### src/rtl/approx_add_pkg.sv
// rtl/approx_add_pkg.sv - shared mode encoding and parameter limits for the approximate adder
package approx_add_pkg;

   typedef enum logic [1:0] {
      MODE_EXACT = 2'd0,
      MODE_LOA   = 2'd1,
      MODE_COPYB = 2'd2,
      MODE_TRUNC = 2'd3
   } mode_e;

   localparam int W_MIN      = 2;
   localparam int W_MAX      = 32;
   localparam int STAGES_MIN = 1;
   localparam int STAGES_MAX = 4;

endpackage

### src/rtl/approx_add_pipe_if.sv
// rtl/approx_add_pipe_if.sv - operand/result handshake bundle of the pipelined approximate adder
interface approx_add_pipe_if #(
   parameter int W = 12
) ();
   logic         in_valid;
   logic         in_ready;
   logic [W-1:0] a;
   logic [W-1:0] b;
   logic [1:0]   mode;
   logic         out_valid;
   logic         out_ready;
   logic [W:0]   sum;
   logic [W:0]   err;

   modport master (
      output in_valid, a, b, mode, out_ready,
      input  in_ready, out_valid, sum, err
   );

   modport slave (
      input  in_valid, a, b, mode, out_ready,
      output in_ready, out_valid, sum, err
   );
endinterface

### src/rtl/approx_add_core.sv
// rtl/approx_add_core.sv - combinational approximate adder with exact shadow sum
module approx_add_core
   import approx_add_pkg::*;
#(
   parameter int W = 12,
   parameter int K = 4
) (
   input  logic [W-1:0] a,
   input  logic [W-1:0] b,
   input  mode_e        mode,
   output logic [W:0]   sum,
   output logic [W:0]   exact
);

   assign exact = {1'b0, a} + {1'b0, b};

   if (K == 0) begin : g_exact
      assign sum = exact;
   end else begin : g_approx
      logic [K:0]   lo_exact;
      logic [K-1:0] lo;
      logic         c;
      logic [W-K:0] hi;

      assign lo_exact = {1'b0, a[K-1:0]} + {1'b0, b[K-1:0]};

      // Each mode only redefines the low bits and the carry into bit K.
      always_comb begin
         lo = lo_exact[K-1:0];
         c  = lo_exact[K];
         case (mode)
            MODE_LOA: begin
               lo = a[K-1:0] | b[K-1:0];
               c  = a[K-1] & b[K-1];
            end
            MODE_COPYB: begin
               lo = b[K-1:0];
               c  = a[K-1];
            end
            MODE_TRUNC: begin
               lo = '0;
               c  = 1'b0;
            end
            default: ;
         endcase
      end

      assign hi  = {1'b0, a[W-1:K]} + {1'b0, b[W-1:K]} + {{(W-K){1'b0}}, c};
      assign sum = {hi, lo};
   end

endmodule

### src/rtl/approx_add_pipe.sv
// rtl/approx_add_pipe.sv - pipelined approximate adder with stall handshake and on-line error statistics
module approx_add_pipe
   import approx_add_pkg::*;
#(
   parameter int W      = 12,
   parameter int K      = 4,
   parameter int STAGES = 2,
   parameter int ACC_W  = 32
) (
   input  logic               clk,
   input  logic               rst_n,
   approx_add_pipe_if.slave   bus,
   input  logic               stat_clr,
   output logic [W:0]         stat_wce,
   output logic [ACC_W-1:0]   stat_err_acc,
   output logic [ACC_W-1:0]   stat_nz_cnt,
   output logic [ACC_W-1:0]   stat_samples
);

   if (W < W_MIN || W > W_MAX || K < 0 || K > W - 1 ||
       STAGES < STAGES_MIN || STAGES > STAGES_MAX) begin : g_bad_param
      $error("approx_add_pipe: illegal W/K/STAGES combination");
   end

   localparam int SW = ((ACC_W > W + 1) ? ACC_W : W + 1) + 1;
   localparam logic [ACC_W-1:0] ACC_MAX = '1;

   logic              en;
   logic              accept;
   logic [W:0]        core_sum;
   logic [W:0]        core_exact;
   logic [W:0]        err;
   logic [SW-1:0]     acc_sum;

   logic [STAGES-1:0] vld_q, vld_d;
   logic [W:0]        sum_q   [STAGES];
   logic [W:0]        sum_d   [STAGES];
   logic [W:0]        exact_q [STAGES];
   logic [W:0]        exact_d [STAGES];

   logic [W:0]        wce_q, wce_d;
   logic [ACC_W-1:0]  err_acc_q, err_acc_d;
   logic [ACC_W-1:0]  nz_cnt_q, nz_cnt_d;
   logic [ACC_W-1:0]  samples_q, samples_d;

   approx_add_core #(
      .W (W),
      .K (K)
   ) u_core (
      .a     (bus.a),
      .b     (bus.b),
      .mode  (mode_e'(bus.mode)),
      .sum   (core_sum),
      .exact (core_exact)
   );

   // The mode is consumed at stage 0, so only the two sums need to travel.
   assign en     = bus.out_ready | ~vld_q[STAGES-1];
   assign accept = vld_q[STAGES-1] & bus.out_ready;

   always_comb begin
      vld_d = vld_q;
      for (int i = 0; i < STAGES; i++) begin
         sum_d[i]   = sum_q[i];
         exact_d[i] = exact_q[i];
      end
      if (en) begin
         vld_d[0]   = bus.in_valid;
         sum_d[0]   = core_sum;
         exact_d[0] = core_exact;
         for (int i = 1; i < STAGES; i++) begin
            vld_d[i]   = vld_q[i-1];
            sum_d[i]   = sum_q[i-1];
            exact_d[i] = exact_q[i-1];
         end
      end
   end

   assign err = (exact_q[STAGES-1] >= sum_q[STAGES-1]) ?
                (exact_q[STAGES-1] - sum_q[STAGES-1]) :
                (sum_q[STAGES-1] - exact_q[STAGES-1]);

   assign acc_sum = SW'(err_acc_q) + SW'(err);

   // Clear has priority over an accept in the same cycle.
   always_comb begin
      wce_d     = wce_q;
      err_acc_d = err_acc_q;
      nz_cnt_d  = nz_cnt_q;
      samples_d = samples_q;
      if (stat_clr) begin
         wce_d     = '0;
         err_acc_d = '0;
         nz_cnt_d  = '0;
         samples_d = '0;
      end else if (accept) begin
         if (err > wce_q) begin
            wce_d = err;
         end
         err_acc_d = (acc_sum > SW'(ACC_MAX)) ? ACC_MAX : acc_sum[ACC_W-1:0];
         if (err != '0 && nz_cnt_q != ACC_MAX) begin
            nz_cnt_d = nz_cnt_q + ACC_W'(1);
         end
         if (samples_q != ACC_MAX) begin
            samples_d = samples_q + ACC_W'(1);
         end
      end
   end

   always_ff @(posedge clk) begin
      if (!rst_n) begin
         vld_q <= '0;
         for (int i = 0; i < STAGES; i++) begin
            sum_q[i]   <= '0;
            exact_q[i] <= '0;
         end
         wce_q     <= '0;
         err_acc_q <= '0;
         nz_cnt_q  <= '0;
         samples_q <= '0;
      end else begin
         vld_q <= vld_d;
         for (int i = 0; i < STAGES; i++) begin
            sum_q[i]   <= sum_d[i];
            exact_q[i] <= exact_d[i];
         end
         wce_q     <= wce_d;
         err_acc_q <= err_acc_d;
         nz_cnt_q  <= nz_cnt_d;
         samples_q <= samples_d;
      end
   end

   assign bus.in_ready  = en;
   assign bus.out_valid = vld_q[STAGES-1];
   assign bus.sum       = sum_q[STAGES-1];
   assign bus.err       = err;

   assign stat_wce     = wce_q;
   assign stat_err_acc = err_acc_q;
   assign stat_nz_cnt  = nz_cnt_q;
   assign stat_samples = samples_q;

endmodule

### src/flat_wrapper.sv
// flat-port wrapper written by rule: the top's interface ports become plain ports
module approx_add_pipe_flat import approx_add_pkg::*;
#(
   parameter int W      = 12,
   parameter int K      = 4,
   parameter int STAGES = 2,
   parameter int ACC_W  = 32
)
  (clk, rst_n, stat_clr, stat_wce, stat_err_acc, stat_nz_cnt, stat_samples, bus_in_valid, bus_a, bus_b, bus_mode, bus_out_ready, bus_in_ready, bus_out_valid, bus_sum, bus_err);
  approx_add_pipe_if #(.W(W)) bus_i ();
  input  logic clk;
  input  logic rst_n;
  input  logic stat_clr;
  output logic [W:0] stat_wce;
  output logic [ACC_W-1:0] stat_err_acc;
  output logic [ACC_W-1:0] stat_nz_cnt;
  output logic [ACC_W-1:0] stat_samples;
  input wire logic [$bits(bus_i.in_valid)-1:0] bus_in_valid;
  input wire logic [$bits(bus_i.a)-1:0] bus_a;
  input wire logic [$bits(bus_i.b)-1:0] bus_b;
  input wire logic [$bits(bus_i.mode)-1:0] bus_mode;
  input wire logic [$bits(bus_i.out_ready)-1:0] bus_out_ready;
  output wire logic [$bits(bus_i.in_ready)-1:0] bus_in_ready;
  output wire logic [$bits(bus_i.out_valid)-1:0] bus_out_valid;
  output wire logic [$bits(bus_i.sum)-1:0] bus_sum;
  output wire logic [$bits(bus_i.err)-1:0] bus_err;
  assign bus_i.in_valid = bus_in_valid;
  assign bus_i.a = bus_a;
  assign bus_i.b = bus_b;
  assign bus_i.mode = bus_mode;
  assign bus_i.out_ready = bus_out_ready;
  assign bus_in_ready = bus_i.in_ready;
  assign bus_out_valid = bus_i.out_valid;
  assign bus_sum = bus_i.sum;
  assign bus_err = bus_i.err;
  approx_add_pipe #(.W(W), .K(K), .STAGES(STAGES), .ACC_W(ACC_W)) u_core (.clk(clk), .rst_n(rst_n), .bus(bus_i), .stat_clr(stat_clr), .stat_wce(stat_wce), .stat_err_acc(stat_err_acc), .stat_nz_cnt(stat_nz_cnt), .stat_samples(stat_samples));
endmodule
### config.mk
export PLATFORM = sky130hd
export DESIGN_NAME = approx_add_pipe_flat
export DESIGN_NICKNAME = d
export VERILOG_FILES = /design/src/rtl/approx_add_pkg.sv /design/src/rtl/approx_add_pipe_if.sv /design/src/rtl/approx_add_core.sv /design/src/rtl/approx_add_pipe.sv /design/src/flat_wrapper.sv
export SDC_FILE = /design/constraint.sdc
export NUM_CORES = 1
export LEC_CHECK = 0
export CORE_MARGIN = 2
export CORE_UTILIZATION = 50
export CTS_CLUSTER_DIAMETER = 50
export CTS_CLUSTER_SIZE = 30
export DETAILED_ROUTE_END_ITERATION = 12
export PLACE_DENSITY = 0.81
export SYNTH_ARGS = -nofsm -noshare
export SYNTH_HDL_FRONTEND = slang
export SYNTH_SLANG_ARGS = --single-unit
### constraint.sdc
create_clock -name clk -period 5 [get_ports clk]
set_input_delay 0.75 -clock clk [delete_from_list [all_inputs] [get_ports clk]]
set_output_delay 0.75 -clock clk [all_outputs]
set_load 0.02 [all_outputs]
### After elaboration in Yosys (flattened, before gate mapping)

Memories as Yosys holds them, arrays and structs flattened.
Index checks and enable logic that the tools add are counted.

| word-level totals | value |
|---|---|
| bits in registers | 111 |
| bits in writable memories | 52 |
| bits of input ports | 31 |
| output and inout bits | 137 |
| logic and storage cells | 52 |
| memories | 2 |

| operators by class | value |
|---|---|
| add/sub/neg operators | 9 |
| order comparisons | 3 |
| equal/unequal tests | 5 |
| mux-type cells | 12 |
| bitwise operators | 10 |
| reduce and logical (&&, ||, !) cells | 6 |

Memory list:

| memory | depth | width | rd ports | clocked after Yosys merged registers in | write ports | line | text |
|---|---|---|---|---|---|---|---|
| u_core.exact_q | 2 | 13 | 2 | 0 | 2 | approx_add_pipe.sv:38 | `logic [W:0] exact_q [STAGES];` |
| u_core.sum_q | 2 | 13 | 2 | 0 | 2 | approx_add_pipe.sv:36 | `logic [W:0] sum_q [STAGES];` |

Operators by type and width:

| operator | number |
|---|---|
| 13-bit two-way mux | 5 |
| 32-bit by 1-bit adder with 32-bit output, second input constant | 2 |
| 32-bit != test, second input constant | 2 |
| 26-bit two-way mux | 2 |
| 32-bit by 13-bit adder with 33-bit output | 1 |
| 33-bit by 32-bit greater-than comparator with 1-bit output, second input constant | 1 |
| 32-bit two-way mux | 1 |
| 13-bit subtractor | 2 |
| 12-bit by 12-bit adder with 13-bit output | 1 |
| 13-bit >= comparator | 1 |
| 13-bit greater-than comparator | 1 |
| 13-bit nonzero test | 1 |
| 4-bit one-hot mux with 3 select lines | 1 |
| 8-bit by 8-bit adder with 9-bit output | 1 |
| 9-bit by 1-bit adder with 9-bit output | 1 |
| 2-bit AND reduction | 3 |
| 4-bit by 4-bit adder with 5-bit output | 1 |
| 1-bit bitwise OR | 5 |
| 2-bit == test, second input constant | 2 |
| 4-bit bitwise OR | 1 |
| 1-bit one-hot mux with 3 select lines | 1 |
| 1-bit AND | 2 |
| 2-bit by 1-bit == test with 1-bit output, second input constant | 1 |
| 1-bit two-way mux | 2 |
| other kinds (3) | 4 |

### Logic depth before layout (Yosys ltp)

Gate-level depths: netlist (run 1).

| depth | value |
|---|---|
| depth after elaboration | 5 |
| gate-level depth with buffers | 21 |
| gate-level depth less buffers | 20 |

### Cells and area by module

Synthesis (run 1) repeated with hierarchy kept, for this count alone.

| unflattened totals | value |
|---|---|
| cells, all modules | 1281 |
| area total of the unflattened synthesis | 10387.5 µm² |

By module, submodules not included:

| module | instances | cells each | area an instance (µm²) | sequential area each (µm²) |
|---|---|---|---|---|
| approx_add_pipe | 1 | 1161 | 9472.8 | 3263.1 |
| approx_add_core | 1 | 120 | 914.6 | 0.0 |

### Worst setup path after synthesis (run 1)

No wires, ideal clock.

| timing path | value |
|---|---|
| path type | register to register |
| from | memory u_core.sum_q[0][14] (netlist bit) |
| to | register u_core.wce_q[11], in the netlist u_core.stat_wce[11] |
| setup time | 0.128 ns |
| arrival time | 4.834 ns |
| path slack | 0.039 ns |
| stages on the path, launching flop included | 20 |
| buffers on the path | 1 |
| period minus slack after synthesis | 4.961 ns |
| cell sequence | dfxtp_1 > inv_1 > ha_1 > nor2b_1 > o31a_1 > o31ai_4 > nand2_4 > a211oi_1 > ha_1 > a21o_1 > a21o_1 > a21o_1 > a21o_1 > a21o_1 > a21o_1 > a221oi_1 > a311o_1 > buf_1 > mux2i_1 > nor2_1 |

RTL lines:

| what | line | text |
|---|---|---|
| from (decl) | approx_add_pipe.sv:36 |  |
| to (signal assigned) | approx_add_pipe.sv:127 | `wce_q <= wce_d;` |
| to (decl) | approx_add_pipe.sv:41 | `logic [W:0] wce_q, wce_d;` |

==> impl_metrics.prom, run 1 <==
# TYPE chip_impl_metric gauge
chip_impl_info{name="outcome",value="finished, final reports clean"} 1
chip_impl_metric{name="critical_path_peak_fanout",unit=""} 9
chip_impl_metric{name="synth_seq_area_share",unit="%"} 32.9
chip_impl_metric{name="fin_worst_skew",unit="ps"} 12.6
chip_impl_metric{name="floorplan.initialDensity",unit="%"} 51.0
chip_impl_metric{name="vias_after_detailed_routing",unit=""} 9389
chip_impl_info{name="worstHoldStart",value="u_core.sum_q[0][5]$_SDFFE_PN0P_"} 1
chip_impl_metric{name="clkSlewWorstSetupHoldPaths",unit="ps"} 80
chip_impl_metric{name="place_inst",unit=""} 1582
chip_impl_metric{name="route.detailed.drc",unit=""} 0
chip_impl_metric{name="global_route_wire_length_before_repair",unit="µm"} 41800
chip_impl_metric{name="finalWorstPathRequiredPeriod",unit="ps"} 4680
chip_impl_metric{name="antenna_found_initial",unit=""} 0
chip_impl_metric{name="detailed_place_hpwl",unit="µm"} 18800
chip_impl_metric{name="die_area",unit="µm²"} 21000
chip_impl_info{name="timing.critical_path.from",value="u_core.sum_q[0][24]$_SDFFE_PN0P_"} 1
chip_impl_metric{name="pwr-share-seq",unit="%"} 31.4
chip_impl_metric{name="cts-htree-levels",unit=""} 4
chip_impl_metric{name="num_antenna_cells",unit=""} 0
chip_impl_metric{name="fp.dieH",unit="µm"} 145
chip_impl_metric{name="routed_wirelength",unit="µm"} 26000
chip_impl_metric{name="synth_enable_flop_cells",unit=""} 0
chip_impl_metric{name="routed_length_per_instance",unit="µm"} 16.1
chip_impl_metric{name="io_buffer_count",unit=""} 167
chip_impl_metric{name="finalSetupViolations",unit=""} 0
chip_impl_metric{name="power_density",unit="nW/µm²"} 355
chip_impl_metric{name="timing_worst_slew_pin_value",unit="ps"} 1030
chip_impl_metric{name="power.total",unit="mW"} 4.40
chip_impl_metric{name="finalHoldViolations",unit=""} 0
chip_impl_metric{name="maxSlewViolCount",unit=""} 0
chip_impl_metric{name="max-vdd-ir-drop",unit="mV"} 0.328
chip_impl_metric{name="clock_tree.buffer_depth",unit=""} 2
chip_impl_metric{name="data_arrival_time_of_the_critical_path",unit="ps"} 5010
chip_impl_info{name="setup.worst_path.end_class",value="flop"} 1
chip_impl_metric{name="globalplace.congestion",unit=""} 0.909
chip_impl_info{name="most_common_library_cell_in_the_layout_ignoring_fill_and_taps",value="sky130_fd_sc_hd__clkdlybuf4s50_1"} 1
chip_impl_metric{name="final_layout_size_suffix_gt1_share",unit="%"} 7.03
chip_impl_metric{name="layout.cells.non_filler",unit=""} 1617
chip_impl_metric{name="post_route_setup_tns",unit="ps"} 0
chip_impl_metric{name="cts_made_buffers",unit=""} 17
chip_impl_metric{name="swShare",unit="%"} 36.8
chip_impl_metric{name="drt_iter0_markers",unit=""} 574
chip_impl_metric{name="synth_warnings",unit=""} 0
chip_impl_metric{name="design.portCount",unit=""} 168
chip_impl_info{name="reg2reg_from",value="u_core.sum_q[0][24]$_SDFFE_PN0P_"} 1
chip_impl_metric{name="worst_skew_pair.late_latency",unit="ps"} 430
chip_impl_metric{name="placementRows",unit=""} 51
chip_impl_metric{name="filler_cell_count",unit=""} 1665
chip_impl_metric{name="postSynthCellCount",unit=""} 1202
chip_impl_metric{name="syn_nets",unit=""} 1308
chip_impl_metric{name="maxSlewHeadroom",unit="%"} 31.6
chip_impl_metric{name="syn_avg_cell_area",unit="µm²"} 8.25
chip_impl_info{name="startpoint_type",value="flop"} 1
chip_impl_info{name="critical_path_class",value="flop to flop"} 1
chip_impl_info{name="tritoncts_clock_tree",value="yes"} 1
chip_impl_metric{name="ys_seq_elements",unit=""} 163
chip_impl_metric{name="die_w",unit="µm"} 145
chip_impl_metric{name="vias_in_the_first_global_route",unit=""} 8700
chip_impl_metric{name="largest_net_degree_at_the_start_of_global_routing",unit=""} 96
chip_impl_metric{name="p_clk_share",unit="%"} 29.6
chip_impl_metric{name="leakagePower",unit="nW"} 4.79
chip_impl_metric{name="syn_area",unit="µm²"} 9920
chip_impl_metric{name="area_growth_syn_to_layout",unit="%"} 25.0
chip_impl_metric{name="final_net_count",unit=""} 1445
chip_impl_info{name="postSynth.topFlopCell",value="sky130_fd_sc_hd__dfxtp_1"} 1
chip_impl_metric{name="timing.final.crit_share",unit="%"} 93.5
chip_impl_metric{name="cts.sinks",unit=""} 163
chip_impl_metric{name="r2r_setup_slack",unit="ps"} 320
chip_impl_info{name="worstHoldPathType",value="flop to flop"} 1
chip_impl_metric{name="antenna_violating_nets_post_route",unit=""} 0
chip_impl_metric{name="final_core_utilization",unit="%"} 63.7
chip_impl_metric{name="netlist-cell-type-count",unit=""} 74
chip_impl_metric{name="core",unit="µm²"} 19500
chip_impl_metric{name="power.share.combinational",unit="%"} 39.1
chip_impl_info{name="clockRootBuffer",value="sky130_fd_sc_hd__clkbuf_16"} 1
chip_impl_metric{name="detail_route.first_pass.iterations",unit=""} 5
chip_impl_metric{name="max-cap-violations",unit=""} 0
chip_impl_metric{name="internal_power",unit="mW"} 2.78
chip_impl_metric{name="clock.fmax",unit="MHz"} 214
chip_impl_metric{name="worst_ep_required_time",unit="ps"} 5330
chip_impl_metric{name="overall_routing_resource_usage",unit="%"} 24.8
chip_impl_info{name="layout_common_cells",value="sky130_fd_sc_hd__clkdlybuf4s50_1, sky130_fd_sc_hd__dfxtp_1, sky130_fd_sc_hd__nand2_1"} 1
chip_impl_metric{name="grt-ovfl-total",unit=""} 0
chip_impl_metric{name="synthArstFlopShare",unit="%"} 0
chip_impl_metric{name="viasPerCell",unit=""} 5.81
chip_impl_metric{name="total_switching_power",unit="mW"} 1.62
## cells in the mapped netlist, types with 10 or more instances
master,number,area (µm²)
sky130_fd_sc_hd__or3_1,16,100
sky130_fd_sc_hd__a21o_1,26,195
sky130_fd_sc_hd__o211ai_1,16,120
sky130_fd_sc_hd__clkbuf_1,48,180
sky130_fd_sc_hd__nand3_1,31,155
sky130_fd_sc_hd__nand2_1,134,503
sky130_fd_sc_hd__o21a_1,10,75.1
sky130_fd_sc_hd__a31oi_1,16,100
sky130_fd_sc_hd__a21oi_1,59,295
sky130_fd_sc_hd__a211oi_1,16,120
sky130_fd_sc_hd__buf_4,16,120
sky130_fd_sc_hd__and4_1,14,123
sky130_fd_sc_hd__xnor2_1,30,263
sky130_fd_sc_hd__nor2_1,85,319
sky130_fd_sc_hd__xor2_1,29,254
sky130_fd_sc_hd__nor2b_1,13,81.3
sky130_fd_sc_hd__a21boi_0,34,255
sky130_fd_sc_hd__nand4_1,31,194
sky130_fd_sc_hd__and3_1,17,106
sky130_fd_sc_hd__ha_1,69,863
sky130_fd_sc_hd__o21ai_0,46,230
sky130_fd_sc_hd__inv_1,67,251
sky130_fd_sc_hd__o21ai_1,19,95.1
sky130_fd_sc_hd__nor3_1,20,100
sky130_fd_sc_hd__dfxtp_1,163,3260
sky130_fd_sc_hd__or4_1,19,143
sky130_fd_sc_hd__and2_1,19,119
## worst max-delay path, stage by stage, from the launching register on
cell and delay (ps):
sky130_fd_sc_hd__dfxtp_1 380, sky130_fd_sc_hd__inv_1 60, sky130_fd_sc_hd__ha_1 420, sky130_fd_sc_hd__nand4_2 240, sky130_fd_sc_hd__nor3_4 290, sky130_fd_sc_hd__o31ai_4 130
sky130_fd_sc_hd__nand2_4 150, sky130_fd_sc_hd__mux2_2 430, sky130_fd_sc_hd__fa_1 450, sky130_fd_sc_hd__a21o_1 200, sky130_fd_sc_hd__a21oi_1 220, sky130_fd_sc_hd__o21bai_1 90
sky130_fd_sc_hd__a21oi_1 260, sky130_fd_sc_hd__o21ai_0 180, sky130_fd_sc_hd__and3_1 230, sky130_fd_sc_hd__o21ai_2 250, sky130_fd_sc_hd__nor2_2 140, sky130_fd_sc_hd__and3_1 220
sky130_fd_sc_hd__a311oi_1 240
## registers in the layout (all words and copies together), names as in the netlist
signal / count
u_core.stat_err_acc: 32
u_core.exact_q: 26
u_core.stat_samples: 32
u_core.stat_nz_cnt: 32
u_core.sum_q: 26
u_core.vld_q: 2
u_core.stat_wce: 13
## what timing repair did
item,4_1_cts,5_1_grt
resized for setup,0,13
hold buffers,0,0
endpoints found under the setup margin,0,30
buffers inserted,0,3
## metrics by stage
stage	instance area (µm²)	setup WS (ps)	hold slack [ps]
3_3_place_gp	11700	211	452
6_report	12400	323	466
4_1_cts	12300	7.19	469
2_1_floorplan	9920	38.8	440
3_5_place_dp	11700	65.9	455
5_1_grt	12400	-25.4	490
## power groups by stage
stage               Clock (mW)  Sequential, mW  Combinational, mW
global placement             0            1.41               1.62
floorplan                    0            1.41               1.09
CTS                       1.32            1.38               1.67
detailed placement           0            1.41               1.64
finish                    1.30            1.38               1.72
global route              1.37            1.39               1.86
## path summary, 6_finish.rpt
| path | to | cells past startpoint |
|---|---|---|
| setup / recovery | u_core.stat_err_acc[22]$_SDFFE_PP0P_ | 18 |
| hold / removal | u_core.sum_q[0][5]$_SDFFE_PN0P_ | 2 |
| setup reg to reg | u_core.stat_err_acc[22]$_SDFFE_PP0P_ | 18 |
| hold reg to reg | u_core.sum_q[0][5]$_SDFFE_PN0P_ | 2 |
## cell type report
class / count / area (µm²) / share of cell area [%]
clock inverters: 15 / 169 / 1.36
inverters: 68 / 255 / 2.06
flip-flops and latches: 163 / 3260 / 26.3
multi-input cells: 892 / 6060 / 48.9
well taps: 265 / 332 / 2.67
clock buffers: 17 / 425 / 3.43
repair buffers: 197 / 1900 / 15.3
## per-layer routing
layer  share of wire, %  vias up  GRT usage (%)
li1                   -     4589              -
met1                 43     4478           30.3
met2                 49      278           44.0
met3                5.7       44           4.87
met4                2.0        0           7.31
met5                  0        -              0
## kinds of logic after synthesis
logic type,share of synthesized area (%)
xor gates and xnor gates,5.21
adders and majority gates,9.91
buffers and inverters,6.65
AOI/OAI and AO/OA,22.1
and+or+nand+nor,22.2
muxes,1.02
DFF,32.9
(Power assumes the default switching activity.)
==> run 2: changes to the inputs <==
- CTS_CLUSTER_DIAMETER: 50 -> not set
- GPL_TIMING_DRIVEN: not set -> 0
==> impl_metrics.prom, run 2 (synthesis gave the netlist of run 1 again) <==
# TYPE chip_impl_metric gauge
chip_impl_info{name="outcome",value="finished, final reports clean"} 1
chip_impl_metric{name="design.portCount",unit=""} 168
chip_impl_metric{name="routed_wirelength",unit="µm"} 27800
chip_impl_metric{name="grt-ovfl-total",unit=""} 0
chip_impl_metric{name="antenna_violating_nets_post_route",unit=""} 0
chip_impl_metric{name="post_route_setup_tns",unit="ps"} 0
chip_impl_metric{name="overall_routing_resource_usage",unit="%"} 26.4
chip_impl_metric{name="min_path_cells",unit=""} 2
chip_impl_metric{name="r2r_setup_slack",unit="ps"} 170
chip_impl_metric{name="finalWorstPathRequiredPeriod",unit="ps"} 4830
chip_impl_info{name="worstHoldStart",value="u_core.sum_q[0][4]$_SDFFE_PN0P_"} 1
chip_impl_info{name="startpoint_type",value="flop"} 1
chip_impl_info{name="most_common_library_cell_in_the_layout_ignoring_fill_and_taps",value="sky130_fd_sc_hd__clkdlybuf4s50_1"} 1
chip_impl_metric{name="power_density",unit="nW/µm²"} 346
chip_impl_metric{name="finalSetupViolations",unit=""} 0
chip_impl_metric{name="detailed_place_hpwl",unit="µm"} 20500
chip_impl_metric{name="route.detailed.drc",unit=""} 0
chip_impl_metric{name="io_buffer_count",unit=""} 166
chip_impl_metric{name="holdBufCountCts",unit=""} 0
chip_impl_metric{name="global_route_wire_length_before_repair",unit="µm"} 44400
chip_impl_metric{name="final_net_count",unit=""} 1499
chip_impl_metric{name="power.share.combinational",unit="%"} 38.1
chip_impl_metric{name="max-cap-violations",unit=""} 0
chip_impl_metric{name="finalHoldViolations",unit=""} 0
chip_impl_metric{name="maxSlewViolCount",unit=""} 0
chip_impl_metric{name="cts_made_buffers",unit=""} 17
chip_impl_info{name="critical-path-slowest-cell",value="sky130_fd_sc_hd__mux2_2"} 1
chip_impl_info{name="tritoncts_clock_tree",value="yes"} 1
chip_impl_metric{name="timing_worst_slew_pin_value",unit="ps"} 1150
chip_impl_metric{name="swShare",unit="%"} 37.2
chip_impl_info{name="rr_endpoint",value="u_core.stat_err_acc[21]$_SDFFE_PP0P_"} 1
chip_impl_info{name="timing.critical_path.from",value="u_core.sum_q[0][18]$_SDFFE_PN0P_"} 1
chip_impl_info{name="reg2reg_from",value="u_core.sum_q[0][18]$_SDFFE_PN0P_"} 1
chip_impl_metric{name="floorplan.initialDensity",unit="%"} 51.0
chip_impl_metric{name="num_antenna_cells",unit=""} 0
chip_impl_metric{name="drt_iter0_markers",unit=""} 802
chip_impl_info{name="clockRootBuffer",value="sky130_fd_sc_hd__clkbuf_16"} 1
chip_impl_metric{name="timing.final.crit_share",unit="%"} 96.6
chip_impl_metric{name="p_clk_share",unit="%"} 30.2
chip_impl_info{name="layout_common_cells",value="sky130_fd_sc_hd__clkdlybuf4s50_1, sky130_fd_sc_hd__dfxtp_1, sky130_fd_sc_hd__nand2_1"} 1
chip_impl_metric{name="viasPerCell",unit=""} 5.82
chip_impl_metric{name="fp.dieH",unit="µm"} 145
chip_impl_metric{name="antenna_found_initial",unit=""} 0
chip_impl_info{name="critical_path_class",value="flop to flop"} 1
chip_impl_metric{name="maxSlewHeadroom",unit="%"} 22.6
chip_impl_metric{name="pwr-share-seq",unit="%"} 31.7
chip_impl_metric{name="critPathBufInv",unit=""} 3
chip_impl_metric{name="fin_worst_skew",unit="ps"} 17.1
chip_impl_metric{name="total_switching_power",unit="mW"} 1.62
chip_impl_metric{name="worst_ep_required_time",unit="ps"} 5310
chip_impl_metric{name="die_w",unit="µm"} 145
chip_impl_metric{name="core",unit="µm²"} 19500
chip_impl_info{name="cell_family_with_the_largest_share_of_critical_path_delay",value="simple AND/OR/NAND/NOR gates"} 1
chip_impl_metric{name="detail_route.first_pass.iterations",unit=""} 5
chip_impl_info{name="worst_hold_path.endpoint",value="u_core.sum_q[0][4]$_SDFFE_PN0P_"} 1
chip_impl_metric{name="internal_power",unit="mW"} 2.74
chip_impl_metric{name="placementRows",unit=""} 51
chip_impl_metric{name="max-vdd-ir-drop",unit="mV"} 0.330
chip_impl_info{name="worstHoldPathType",value="flop to flop"} 1
chip_impl_metric{name="worst_skew_pair.late_latency",unit="ps"} 450
chip_impl_metric{name="die_area",unit="µm²"} 21000
chip_impl_metric{name="vias_after_detailed_routing",unit=""} 9729
chip_impl_metric{name="globalplace.congestion",unit=""} 0.908
chip_impl_metric{name="final_layout_size_suffix_gt1_share",unit="%"} 7.33
chip_impl_metric{name="final_core_utilization",unit="%"} 64.9
chip_impl_metric{name="data_arrival_time_of_the_critical_path",unit="ps"} 5140
chip_impl_metric{name="area_growth_syn_to_layout",unit="%"} 27.4
chip_impl_metric{name="clock.fmax",unit="MHz"} 207
chip_impl_metric{name="clkSlewWorstSetupHoldPaths",unit="ps"} 80
chip_impl_metric{name="routed_length_per_instance",unit="µm"} 16.6
chip_impl_metric{name="leakagePower",unit="nW"} 4.89
chip_impl_metric{name="largest_net_degree_at_the_start_of_global_routing",unit=""} 19
chip_impl_metric{name="cts.sinks",unit=""} 163
chip_impl_metric{name="rr_worst_depth",unit=""} 20
chip_impl_metric{name="cts-htree-levels",unit=""} 4
chip_impl_metric{name="max_stage_delay",unit="ps"} 460
chip_impl_metric{name="critical_path_peak_fanout",unit=""} 10
chip_impl_info{name="setup.worst_path.end_class",value="flop"} 1
chip_impl_info{name="crit_path_cell_trace",value="inv_1, ha_1, buf_2, and4_4, a41oi_2, o211a_4, nand2_4, mux2_2, ha_1, a21o_1, a21oi_1, o21bai_1, a21oi_2, nor3b_1, o31ai_1, and2_1, nor3_1, buf_2, nand4_1, nor3b_1"} 1
chip_impl_metric{name="clock_tree.buffer_depth",unit=""} 2
chip_impl_metric{name="vias_in_the_first_global_route",unit=""} 9063
## run 2: changes by cell type in the layout (fill, tap and decap cells not counted), sizes merged
cell           previous run  this run
inv                      74        76
clkbuf                   17        66
clkinvlp                  1         3
clkdlybuf4s50           167       166
clkinv                    8         3
buf                      30        37
## run 2: repair_timing
item / in CTS / in global routing
pin swaps: 1 / 4
endpoints found under the setup margin: 34 / 42
buffers inserted: 1 / 5
gates resized for setup: 6 / 21
## run 2: routing by layer
metal / GRT usage (%) / up-vias / wire [µm]
met3: 4.54 / 57 / 2070
met4: 8.79 / 0 / 660
li1: - / 4685 / -
met5: 0 / - / 0
met1: 34.0 / 4600 / 12000
met2: 45.0 / 387 / 13100
## run 2: final cells by class
type	count	area, µm²
sequential	163	3270
inverter	68	255
clock inverter	14	154
multi-input combinational	892	6060
buffer	79	418
timing repair buffer	172	1710
fill	1628	6830
clock buffer	18	439
tap	265	332
## run 2: per-stage QoR
step                      area [µm²]  total power, mW  setup slack [ps]  hold slack (ps)  instances
after floorplan                 9920             2.50              38.8              440       1202
after global placement         11900             2.93              -404              450       1633
after detailed placement       11900             2.96              -492              455       1633
after CTS                      12500             4.29              26.5              465       1666
after global routing           12600             4.59             -87.7              494       1671
final                          12600             4.37               172              464       1671
## run 2: worst reg2reg max path, delay by kind of cell, from the launching register on
kind | cells | cell delay (ps)
AOI/OAI and AO/OA | 7 | 1080
adders and majority gates | 2 | 590
buffers and inverters | 3 | 570
DFF | 1 | 410
muxes | 1 | 470
and+or+nand+nor | 7 | 1570
## run 2: worst max path at each step
| stage | slack, ps | endpoint | cells past startpoint |
|---|---|---|---|
| after floorplan | 40 | u_core.stat_wce[11]$_SDFFE_PP0P_ | 19 |
| after global placement | -400 | u_core.stat_wce[11]$_SDFFE_PP0P_ | 19 |
| after detailed placement | -490 | u_core.stat_wce[9]$_SDFFE_PP0P_ | 19 |
| after CTS | 30 | u_core.stat_wce[9]$_SDFFE_PP0P_ | 19 |
| after global routing | -90 | u_core.stat_err_acc[21]$_SDFFE_PP0P_ | 20 |
| final | 170 | u_core.stat_err_acc[21]$_SDFFE_PP0P_ | 20 |
## run 2: power by group through the flow
stage                     registers, mW  clock network [mW]  logic, mW
after floorplan                    1.41                   0       1.09
after global placement             1.41                   0       1.51
after detailed placement           1.41                   0       1.55
after CTS                          1.39                1.33       1.58
after global routing               1.39                1.38       1.81
final                              1.39                1.32       1.66
==> run 3: changes to the inputs <==
- CTS_BUF_LIST: not set -> sky130_fd_sc_hd__clkbuf_4 sky130_fd_sc_hd__clkbuf_8
==> impl_metrics.prom, run 3 (synthesis gave the netlist of run 1 again) <==
# TYPE chip_impl_metric gauge
chip_impl_metric{name="power_density",unit="nW/µm²"} 324
chip_impl_info{name="worstHoldStart",value="u_core.sum_q[0][3]$_SDFFE_PN0P_"} 1
chip_impl_metric{name="antenna_found_initial",unit=""} 0
chip_impl_info{name="tritoncts_clock_tree",value="yes"} 1
chip_impl_metric{name="pwr-share-seq",unit="%"} 34.4
chip_impl_metric{name="core",unit="µm²"} 19500
chip_impl_metric{name="timing_worst_slew_pin_value",unit="ps"} 1220
chip_impl_metric{name="globalplace.congestion",unit=""} 0.908
chip_impl_metric{name="design.portCount",unit=""} 168
chip_impl_metric{name="max-cap-violations",unit=""} 0
chip_impl_metric{name="final_net_count",unit=""} 1500
chip_impl_metric{name="num_antenna_cells",unit=""} 0
chip_impl_info{name="rr_endpoint",value="u_core.stat_err_acc[21]$_SDFFE_PP0P_"} 1
chip_impl_metric{name="largest_net_degree_at_the_start_of_global_routing",unit=""} 19
chip_impl_metric{name="cts_made_buffers",unit=""} 17
chip_impl_metric{name="clock_tree.buffer_depth",unit=""} 2
chip_impl_metric{name="floorplan.initialDensity",unit="%"} 51.0
chip_impl_metric{name="routed_wirelength",unit="µm"} 27300
chip_impl_metric{name="worst_skew_pair.late_latency",unit="ps"} 490
chip_impl_metric{name="die_w",unit="µm"} 145
chip_impl_metric{name="min_path_cells",unit=""} 2
chip_impl_metric{name="clkSlewWorstSetupHoldPaths",unit="ps"} 100
chip_impl_metric{name="register_area",unit="µm²"} 3270
chip_impl_metric{name="clock.fmax",unit="MHz"} 210
chip_impl_metric{name="max-vdd-ir-drop",unit="mV"} 0.330
chip_impl_metric{name="filler_cell_count",unit=""} 1652
chip_impl_info{name="setup.worst_path.end_class",value="output pin"} 1
chip_impl_metric{name="r2r_setup_slack",unit="ps"} 260
chip_impl_metric{name="placementRows",unit=""} 51
chip_impl_metric{name="multi_input_comb_area",unit="µm²"} 6060
chip_impl_info{name="layout_common_cells",value="sky130_fd_sc_hd__clkdlybuf4s50_1, sky130_fd_sc_hd__dfxtp_1, sky130_fd_sc_hd__nand2_1"} 1
chip_impl_metric{name="detail_route.first_pass.iterations",unit=""} 8
chip_impl_metric{name="place_inst",unit=""} 1633
chip_impl_metric{name="p_clk_share",unit="%"} 24.5
chip_impl_metric{name="data_arrival_time_of_the_critical_path",unit="ps"} 4020
chip_impl_metric{name="timing.final.crit_share",unit="%"} 95.3
chip_impl_metric{name="finalHoldViolations",unit=""} 0
chip_impl_info{name="reg2reg_from",value="u_core.sum_q[0][24]$_SDFFE_PN0P_"} 1
chip_impl_info{name="crit_path_cell_trace",value="inv_1, ha_1, buf_2, and4_1, a41oi_2, o211a_4, nand2_4, nor2_1, a2bb2oi_1, xnor2_1, clkdlybuf4s50_1"} 1
chip_impl_info{name="outcome",value="finished, final reports clean"} 1
chip_impl_metric{name="total_switching_power",unit="mW"} 1.57
chip_impl_info{name="clockRootBuffer",value="sky130_fd_sc_hd__clkbuf_8"} 1
chip_impl_metric{name="route.detailed.drc",unit=""} 0
chip_impl_info{name="worst_hold_path.endpoint",value="u_core.sum_q[0][16]$_SDFFE_PN0P_"} 1
chip_impl_metric{name="finalWorstPathRequiredPeriod",unit="ps"} 4770
chip_impl_info{name="most_common_library_cell_in_the_layout_ignoring_fill_and_taps",value="sky130_fd_sc_hd__clkdlybuf4s50_1"} 1
chip_impl_metric{name="viasPerCell",unit=""} 5.80
chip_impl_metric{name="cts-htree-levels",unit=""} 4
chip_impl_metric{name="vias_after_detailed_routing",unit=""} 9704
chip_impl_metric{name="leakagePower",unit="nW"} 4.80
chip_impl_metric{name="global_route_wire_length_before_repair",unit="µm"} 44000
chip_impl_metric{name="fin_worst_skew",unit="ps"} 19.2
chip_impl_metric{name="drt_iter0_markers",unit=""} 809
chip_impl_info{name="critical_path_class",value="flop to output pin"} 1
chip_impl_metric{name="internal_power",unit="mW"} 2.46
chip_impl_metric{name="fp.dieH",unit="µm"} 145
chip_impl_metric{name="routed_length_per_instance",unit="µm"} 16.3
chip_impl_metric{name="maxSlewHeadroom",unit="%"} 18.2
chip_impl_metric{name="die_area",unit="µm²"} 21000
chip_impl_info{name="critical-path-slowest-cell",value="sky130_fd_sc_hd__clkdlybuf4s50_1"} 1
chip_impl_metric{name="swShare",unit="%"} 38.9
chip_impl_info{name="timing.critical_path.from",value="u_core.sum_q[0][24]$_SDFFE_PN0P_"} 1
chip_impl_metric{name="critical_path_peak_fanout",unit=""} 9
chip_impl_metric{name="rr_worst_depth",unit=""} 20
chip_impl_metric{name="vias_in_the_first_global_route",unit=""} 9072
chip_impl_metric{name="overall_routing_resource_usage",unit="%"} 26.1
chip_impl_metric{name="grt-ovfl-total",unit=""} 0
chip_impl_metric{name="area_growth_syn_to_layout",unit="%"} 25.5
chip_impl_metric{name="final_layout_size_suffix_gt1_share",unit="%"} 7.39
chip_impl_metric{name="io_buffer_count",unit=""} 166
chip_impl_metric{name="post_route_setup_tns",unit="ps"} 0
chip_impl_metric{name="detailed_place_hpwl",unit="µm"} 20500
chip_impl_metric{name="maxSlewViolCount",unit=""} 0
chip_impl_metric{name="finalSetupViolations",unit=""} 0
chip_impl_info{name="worstHoldPathType",value="flop to flop"} 1
chip_impl_metric{name="worst_ep_required_time",unit="ps"} 4250
chip_impl_metric{name="max_stage_delay",unit="ps"} 750
chip_impl_metric{name="antenna_violating_nets_post_route",unit=""} 0
chip_impl_metric{name="layout.cells.non_filler",unit=""} 1672
chip_impl_info{name="startpoint_type",value="flop"} 1
chip_impl_metric{name="power.share.combinational",unit="%"} 41.1
chip_impl_metric{name="cts.sinks",unit=""} 163
chip_impl_metric{name="final_core_utilization",unit="%"} 63.9
-- run 3: power by group through the flow --
stage	clock, mW	sequential, mW	combinational (mW)
4_1_cts	0.992	1.39	1.57
3_3_place_gp	0	1.41	1.51
5_1_grt	1.04	1.39	1.82
6_report	0.988	1.39	1.65
2_1_floorplan	0	1.41	1.09
3_5_place_dp	0	1.41	1.55
-- run 3: worst max-delay path, delay by kind of cell (launching register included) --
kind | cells | cell delay, ps
AOI/OAI and AO/OA | 3 | 630
xor gates and xnor gates | 1 | 720
adders and majority gates | 1 | 280
buffers and inverters | 3 | 980
DFF | 1 | 420
and+or+nand+nor | 3 | 480
-- run 3: area by class of cell --
| class | count | area share, % |
|---|---|---|
| Clock buffer | 18 | 1.99 |
| Buffer | 79 | 3.36 |
| Sequential cell | 163 | 26.2 |
| Tap cell | 265 | 2.66 |
| Timing Repair Buffer | 173 | 13.8 |
| Multi-Input combinational cell | 892 | 48.7 |
| Clock inverter | 14 | 1.24 |
| Inverter | 68 | 2.05 |
-- run 3: worst max-delay path by stage --
stage,endpoint,slack [ps],depth (start not counted)
2_1_floorplan,u_core.stat_wce[11]$_SDFFE_PP0P_,40,19
4_1_cts,u_core.stat_wce[9]$_SDFFE_PP0P_,20,19
5_1_grt,u_core.stat_wce[8]$_SDFFE_PP0P_,-30,20
6_report,bus_err[11],230,11
3_5_place_dp,u_core.stat_wce[9]$_SDFFE_PP0P_,-490,19
3_3_place_gp,u_core.stat_wce[11]$_SDFFE_PP0P_,-400,19
-- run 3: per-stage QoR --
stage	power, mW	setup WS [ps]	instance area, µm²	hold WS, ps
floorplan	2.50	38.8	9920	440
global placement	2.93	-404	11900	450
detailed placement	2.96	-492	11900	455
CTS	3.95	24.2	12300	467
global route	4.25	-34.5	12400	496
finish	4.03	235	12400	467
-- run 3: routing by layer --
metal / global-route usage [%] / share of wire, % / vias up
li1: - / - / 4703
met1: 33.7 / 43 / 4539
met2: 43.8 / 47 / 404
met3: 4.51 / 7.8 / 58
met4: 9.66 / 2.6 / 0
met5: 0 / 0 / -
-- run 3: what timing repair did --
action,in CTS,in global routing
pin swaps,1,5
buffers inserted,1,6
setup endpoints to repair,34,44
resized for setup,6,20
hold buffers,0,0
